**src/rtl/pc_fetch_unit_pkg.sv**
```systemverilog
// Shared constants and state encoding for the IF-stage program counter.
package pc_fetch_unit_pkg;

  localparam logic [31:0] RESET_PC_DEF = 32'h0000_3000;
  localparam int unsigned PC_INC       = 4;

  typedef enum logic [1:0] {
    ST_BOOT = 2'd0,
    ST_RUN  = 2'd1,
    ST_HOLD = 2'd2
  } fetch_state_e;

endpackage

```
**src/rtl/pc_fetch_unit_if.sv**
```systemverilog
// Fetch-unit bus: hazard/imem/redirect inputs and the fetch PC outputs.
interface pc_fetch_unit_if #(parameter int PC_W = 32);
  logic            stall;
  logic            im_ready;
  logic            redirect_valid;
  logic [PC_W-1:0] redirect_pc;
  logic [PC_W-1:0] pc;
  logic            fetch_valid;
  logic            redirect_pend;
  logic            align_err;

  modport master (
    output stall, im_ready, redirect_valid, redirect_pc,
    input  pc, fetch_valid, redirect_pend, align_err
  );

  modport slave (
    input  stall, im_ready, redirect_valid, redirect_pc,
    output pc, fetch_valid, redirect_pend, align_err
  );
endinterface

```
**src/rtl/pc_fetch_unit_buf.sv**
```systemverilog
// Single-entry redirect buffer; a new load overwrites an older target.
module pc_fetch_unit_buf #(
  parameter int PC_W = 32
) (
  input  logic            clk,
  input  logic            reset,
  input  logic            load,
  input  logic            clear,
  input  logic [PC_W-1:0] load_pc,
  output logic [PC_W-1:0] pend_pc,
  output logic            pend
);

  always_ff @(posedge clk or negedge reset) begin
    if (!reset) begin
      pend_pc <= '0;
      pend    <= 1'b0;
    end else if (load) begin
      pend_pc <= load_pc;
      pend    <= 1'b1;
    end else if (clear) begin
      pend    <= 1'b0;
    end
  end

endmodule

```
**src/rtl/pc_fetch_unit.sv**
```systemverilog
// Fetch PC register and next-PC sequencer with stall/imem gating and redirect buffering.
module pc_fetch_unit
  import pc_fetch_unit_pkg::*;
#(
  parameter int              PC_W     = 32,
  parameter logic [PC_W-1:0] RESET_PC = PC_W'(RESET_PC_DEF)
) (
  input  logic           clk,
  input  logic           reset,
  pc_fetch_unit_if.slave bus
);

  fetch_state_e    state_q, state_d;
  logic [PC_W-1:0] pc_q, pc_d, pc4, pend_pc;
  logic            pend, buf_load, buf_clr;
  logic            adv, good, bad, err_q;

  // Misaligned redirects are dropped entirely; they only raise the sticky flag.
  assign good = bus.redirect_valid & (bus.redirect_pc[1:0] == 2'b00);
  assign bad  = bus.redirect_valid & (bus.redirect_pc[1:0] != 2'b00);
  assign adv  = (state_q != ST_BOOT) & ~bus.stall & bus.im_ready;
  assign pc4  = pc_q + PC_W'(PC_INC);

  pc_fetch_unit_buf #(.PC_W(PC_W)) u_buf (
    .clk     (clk),
    .reset   (reset),
    .load    (buf_load),
    .clear   (buf_clr),
    .load_pc (bus.redirect_pc),
    .pend_pc (pend_pc),
    .pend    (pend)
  );

  always_comb begin
    state_d  = state_q;
    pc_d     = pc_q;
    buf_load = 1'b0;
    buf_clr  = 1'b0;
    case (state_q)
      ST_BOOT: begin
        if (good) begin
          buf_load = 1'b1;
          state_d  = ST_HOLD;
        end else begin
          state_d  = ST_RUN;
        end
      end
      ST_RUN: begin
        if (adv) begin
          pc_d = good ? bus.redirect_pc : pc4;
        end else if (good) begin
          buf_load = 1'b1;
          state_d  = ST_HOLD;
        end
      end
      ST_HOLD: begin
        // A live redirect on the releasing cycle beats the buffered one.
        if (adv) begin
          pc_d    = good ? bus.redirect_pc : pend_pc;
          buf_clr = 1'b1;
          state_d = ST_RUN;
        end else if (good) begin
          buf_load = 1'b1;
        end
      end
      default: state_d = ST_BOOT;
    endcase
  end

  always_ff @(posedge clk or negedge reset) begin
    if (!reset) begin
      state_q <= ST_BOOT;
      pc_q    <= RESET_PC;
      err_q   <= 1'b0;
    end else begin
      state_q <= state_d;
      pc_q    <= pc_d;
      if (bad) err_q <= 1'b1;
    end
  end

  assign bus.pc            = pc_q;
  assign bus.fetch_valid   = (state_q != ST_BOOT);
  assign bus.redirect_pend = pend;
  assign bus.align_err     = err_q;

endmodule

```
**src/flat_wrapper.sv**
```systemverilog
// flat-port wrapper written by rule: the top's interface ports become plain ports
module pc_fetch_unit_flat import pc_fetch_unit_pkg::*;
#(
  parameter int              PC_W     = 32,
  parameter logic [PC_W-1:0] RESET_PC = PC_W'(RESET_PC_DEF)
)
  (clk, reset, bus_stall, bus_im_ready, bus_redirect_valid, bus_redirect_pc, bus_pc, bus_fetch_valid, bus_redirect_pend, bus_align_err);
  pc_fetch_unit_if #(.PC_W(PC_W)) bus_i ();
  input  logic clk;
  input  logic reset;
  input wire logic [$bits(bus_i.stall)-1:0] bus_stall;
  input wire logic [$bits(bus_i.im_ready)-1:0] bus_im_ready;
  input wire logic [$bits(bus_i.redirect_valid)-1:0] bus_redirect_valid;
  input wire logic [$bits(bus_i.redirect_pc)-1:0] bus_redirect_pc;
  output wire logic [$bits(bus_i.pc)-1:0] bus_pc;
  output wire logic [$bits(bus_i.fetch_valid)-1:0] bus_fetch_valid;
  output wire logic [$bits(bus_i.redirect_pend)-1:0] bus_redirect_pend;
  output wire logic [$bits(bus_i.align_err)-1:0] bus_align_err;
  assign bus_i.stall = bus_stall;
  assign bus_i.im_ready = bus_im_ready;
  assign bus_i.redirect_valid = bus_redirect_valid;
  assign bus_i.redirect_pc = bus_redirect_pc;
  assign bus_pc = bus_i.pc;
  assign bus_fetch_valid = bus_i.fetch_valid;
  assign bus_redirect_pend = bus_i.redirect_pend;
  assign bus_align_err = bus_i.align_err;
  pc_fetch_unit #(.PC_W(PC_W), .RESET_PC(RESET_PC)) u_core (.clk(clk), .reset(reset), .bus(bus_i));
endmodule
```
**config.mk**
```make
export PLATFORM = sky130hd
export DESIGN_NAME = pc_fetch_unit_flat
export DESIGN_NICKNAME = d
export VERILOG_FILES = /design/src/rtl/pc_fetch_unit_pkg.sv /design/src/rtl/pc_fetch_unit_if.sv /design/src/rtl/pc_fetch_unit_buf.sv /design/src/rtl/pc_fetch_unit.sv /design/src/flat_wrapper.sv
export SDC_FILE = /design/constraint.sdc
export NUM_CORES = 1
export LEC_CHECK = 0
export ABC_AREA = 1
export BUFFER_PORTS_ARGS = -buffer_cell sky130_fd_sc_hd__clkbuf_2
export CORE_ASPECT_RATIO = 0.8
export CORE_MARGIN = 2
export CORE_UTILIZATION = 30
export CTS_CLUSTER_DIAMETER = 40
export DETAILED_ROUTE_END_ITERATION = 10
export PLACE_DENSITY = 0.56
export SYNTH_ARGS = -nofsm -noshare
export SYNTH_HDL_FRONTEND = slang
export SYNTH_HIERARCHICAL = 1
export SYNTH_SLANG_ARGS = --single-unit
```
**constraint.sdc**
```tcl
create_clock -name clk -period 2 [get_ports clk]
set_input_delay 0 -clock clk [delete_from_list [all_inputs] [get_ports clk]]
set_output_delay 0 -clock clk [all_outputs]
set_load 0.03 [all_outputs]
```
==> flow_metrics.tcl <==
set metrics [dict create \
    status "finished, final reports clean" \
    start_util_pct 30.3 \
    critPathLaunch "bus_redirect_pc[0]" \
    synthFlopType "dfrtp_1" \
    seq_area_frac_synth_pct 39.7 \
    rows 39 \
    ant_nets 0 \
    startpoint_type "primary input" \
    r2r-end "u_core/u_buf/pend_pc[10]$_DFFE_PN0P_" \
    vias 4165 \
    synth_edf_count 0 \
    synth_area_per_cell_sq_um 7.08 \
    required_ps 2270 \
    path_max_fanout 23 \
    min_period_over_period_pct 92.1 \
    synth_area_leaders "dfrtp_1 (38%), nand2_1 (23%), inv_1 (4.4%)" \
    route.detailed.drc 0 \
    fin_hold_ws_ps 138 \
    die_w_um 138 \
    grt_max_degree 53 \
    synth.net_count 648 \
    grt_pass1_wl_mm 21.1 \
    grt_antenna_before_repair 0 \
    reg2reg_depth 9 \
    synth.distinct_cells 40 \
    n_antenna_cell 0 \
    synth_top_cell_area_share_pct 38.5 \
    async_reset_ff_share_pct 100 \
    netlist_area_sq_um 4290 \
    cts_sinks 68 \
    final_max_slew_viol_count 0 \
    num-nets-final 759 \
    reg2reg_from "u_core/state_q[1]$_DFFE_PN0P_" \
    hpwl_mm 9.56 \
    drive_above_1_share_pct 20.6 \
    drv_cap 0 \
    maxSlewHeadroom_pct 67.1 \
    arrival_ps 2120 \
    critPathCaptureType "register" \
    overflow 0 \
    critPathCapture "u_core/u_buf/pend_pc[10]$_DFFE_PN0P_" \
    synth_top_area_cell "dfrtp_1" \
    tns_ps 0 \
    dieArea_sq_um 15300 \
    finClkSkew_ps 7.51 \
    irDropWorstVdd_v 0.000524 \
    die_height_um 111 \
    drtPass1Iterations 5 \
    ioPinCount 72 \
    rsz0062_at_grt "no" \
    core-area_sq_um 14200 \
    numCtsBuffers 9 \
    rrSetupSlack_ps 200 \
    tightestPinTransition_ps 490 \
    clk_pin_slew_ps 60 \
    syn-instance-count 606 \
    max_freq_ghz 0.543 \
    wl_per_cell_um 14.1 \
    vias_per_cell 4.60 \
    cts_tree "built" \
    gp_routability_congestion 0.833 \
    cts-htree-levels 3 \
    p_leak_nw 2.90 \
    cts_buffer_depth 2 \
    critPathKind "primary input to register" \
    area_growth_pct 29.4 \
    clock_latency_ps 340 \
    synth-seq-cells 68 \
    grt_usage_pct 18.0 \
    hold_path_class "primary input to asynchronous set/reset pin" \
    hold_viol 0 \
    drt_iter0_markers 265 \
    grt_pass1_vias 4029 \
    power.density_nw_per_um2 1450 \
    finalCriticalPeriod_ps 1840 \
    finalWirelength_mm 12.8 \
    port_buffers 71 \
    clockRootBuffer "clkbuf_16" \
    ys_warn_count 6 \
    setup_violations 0 \
]
-- worst max-delay path, cell delays in order --
cell           delay (ps)
dlygate4sd3_1         530
clkbuf_2              120
nor2_1                170
nand2_2               270
clkinv_8              230
nand2_1               130
a21oi_4               300
buf_6                 220
nand2_1                70
nand2_1                60
-- timing repair --
| action | 4_1_cts | 5_1_grt |
|---|---|---|
| hold buffers | 34 | 0 |
| endpoints found under the setup margin | 0 | 28 |
| hold endpoints to repair | 51 | 0 |
| gates resized for setup | 0 | 6 |
| setup buffers | 0 | 1 |
-- flip-flops by register name (all words and copies together), names as in the netlist --
| signal | count |
|---|---|
| u_core/u_buf/pend_pc | 32 |
| u_core/bus.align_err | 1 |
| u_core/state_q | 2 |
| u_core/u_buf/pend | 1 |
| u_core/bus.pc | 32 |
-- worst min path at each step --
stage	from	to	slack [ps]	cells after the start
finish	reset	u_core/u_buf/pend_pc[14]$_DFFE_PN0P_	140	2
global route	reset	u_core/u_buf/pend_pc[12]$_DFFE_PN0P_	200	2
CTS	reset	u_core/bus.pc[16]$_DFFE_PN0P_	150	2
detailed placement	reset	u_core/u_buf/pend_pc[12]$_DFFE_PN0P_	-20	1
global placement	reset	u_core/u_buf/pend_pc[12]$_DFFE_PN0P_	-20	1
floorplan	reset	u_core/bus.align_err$_DFFE_PN0P_	-300	0
-- cell type report --
type	instances	area, sq um
inverter	59	246
tap	184	230
sequential	68	1700
clock inverter	6	111
timing repair buffer	120	837
multi-input combinational	459	2180
clock buffer	10	239
fill	1531	8600
-- layer usage --
layer | vias up | track usage [%] | wire (um)
met2 | 101 | 26.2 | 5490
li1 | 2135 | - | -
met4 | 0 | 4.49 | 112
met1 | 1920 | 27.0 | 6510
met5 | - | 0 | 0
met3 | 9 | 3.75 | 661
-- synth_stat cells, types with 4 or more instances --
library cell  count
nand2_1         259
dfrtp_1          66
inv_1            50
nor2_1           42
nand3_1          30
a21oi_1          27
o21ai_0          25
nand2_2          15
a22oi_1           6
buf_4             6
inv_2             6
nor2_4            6
buf_2             5
buf_6             5
ha_1              5
o21ai_1           5
nor2_2            4
o21a_1            4
-- cells by family (layout without fill, tap and decap cells) --
| logic type | count (synthesis) | after routing | share of synthesized area [%] |
|---|---|---|---|
| AND/OR/NAND/NOR | 366 | 366 | 36.7 |
| AO/OA/AOI/OAI | 88 | 88 | 12.2 |
| buffers and inverters | 79 | 195 | 9.88 |
| flip-flops | 68 | 68 | 39.7 |
| adder cells (fa/ha/maj) | 5 | 5 | 1.46 |
-- cells in the final DEF (no fill, tap or decap), types with 2 or more instances in the layout --
| master | Yosys | layout |
|---|---|---|
| dlygate4sd3_1 | 0 | 34 |
| buf_4 | 6 | 12 |
| nor2_1 | 42 | 42 |
| a21oi_2 | 3 | 4 |
| a21boi_0 | 2 | 2 |
| nor2_8 | 3 | 3 |
| a2bb2oi_1 | 2 | 2 |
| o21ai_0 | 25 | 25 |
| bufinv_16 | 0 | 3 |
| inv_2 | 6 | 6 |
| inv_1 | 50 | 50 |
| clkbuf_2 | 0 | 70 |
| a22oi_1 | 6 | 6 |
| clkbuf_16 | 0 | 9 |
| o221ai_1 | 2 | 2 |
| ha_1 | 5 | 5 |
| nor2_2 | 4 | 4 |
| a21boi_1 | 3 | 3 |
| buf_12 | 1 | 2 |
| o21ai_1 | 5 | 5 |
| a21oi_1 | 27 | 25 |
| nor3_1 | 3 | 3 |
| nand2_1 | 259 | 259 |
| dfstp_2 | 2 | 2 |
| o21bai_1 | 2 | 2 |
| o22ai_1 | 2 | 2 |
| o21a_1 | 4 | 4 |
| nand2_2 | 15 | 14 |
| a31oi_1 | 2 | 2 |
| dfrtp_1 | 66 | 66 |
| nor2_4 | 6 | 6 |
| nand2_4 | 2 | 3 |
| nand3_1 | 30 | 30 |
-- power breakdown --
group          switching, W  internal, W  total, W  leakage [nW]
Sequential         0.000650      0.00201   0.00266         0.812
Clock              0.000641      0.00125   0.00189         0.169
Combinational       0.00233      0.00116   0.00349          1.92
-- through the flow --
step           worst slack (ps)  utilization, %  area (sq um)  cells  total power (W)
6_report                    158            39.2          5550    906          0.00804
5_1_grt                   0.416            39.2          5550    906          0.00868
4_1_cts                    62.1            39.0          5520    905          0.00807
3_5_place_dp                134            34.1          4830    855          0.00610
3_3_place_gp                169            34.1          4830    855          0.00609
2_1_floorplan               357               -          4290    606          0.00505
Power figures use the tool's default switching activity.
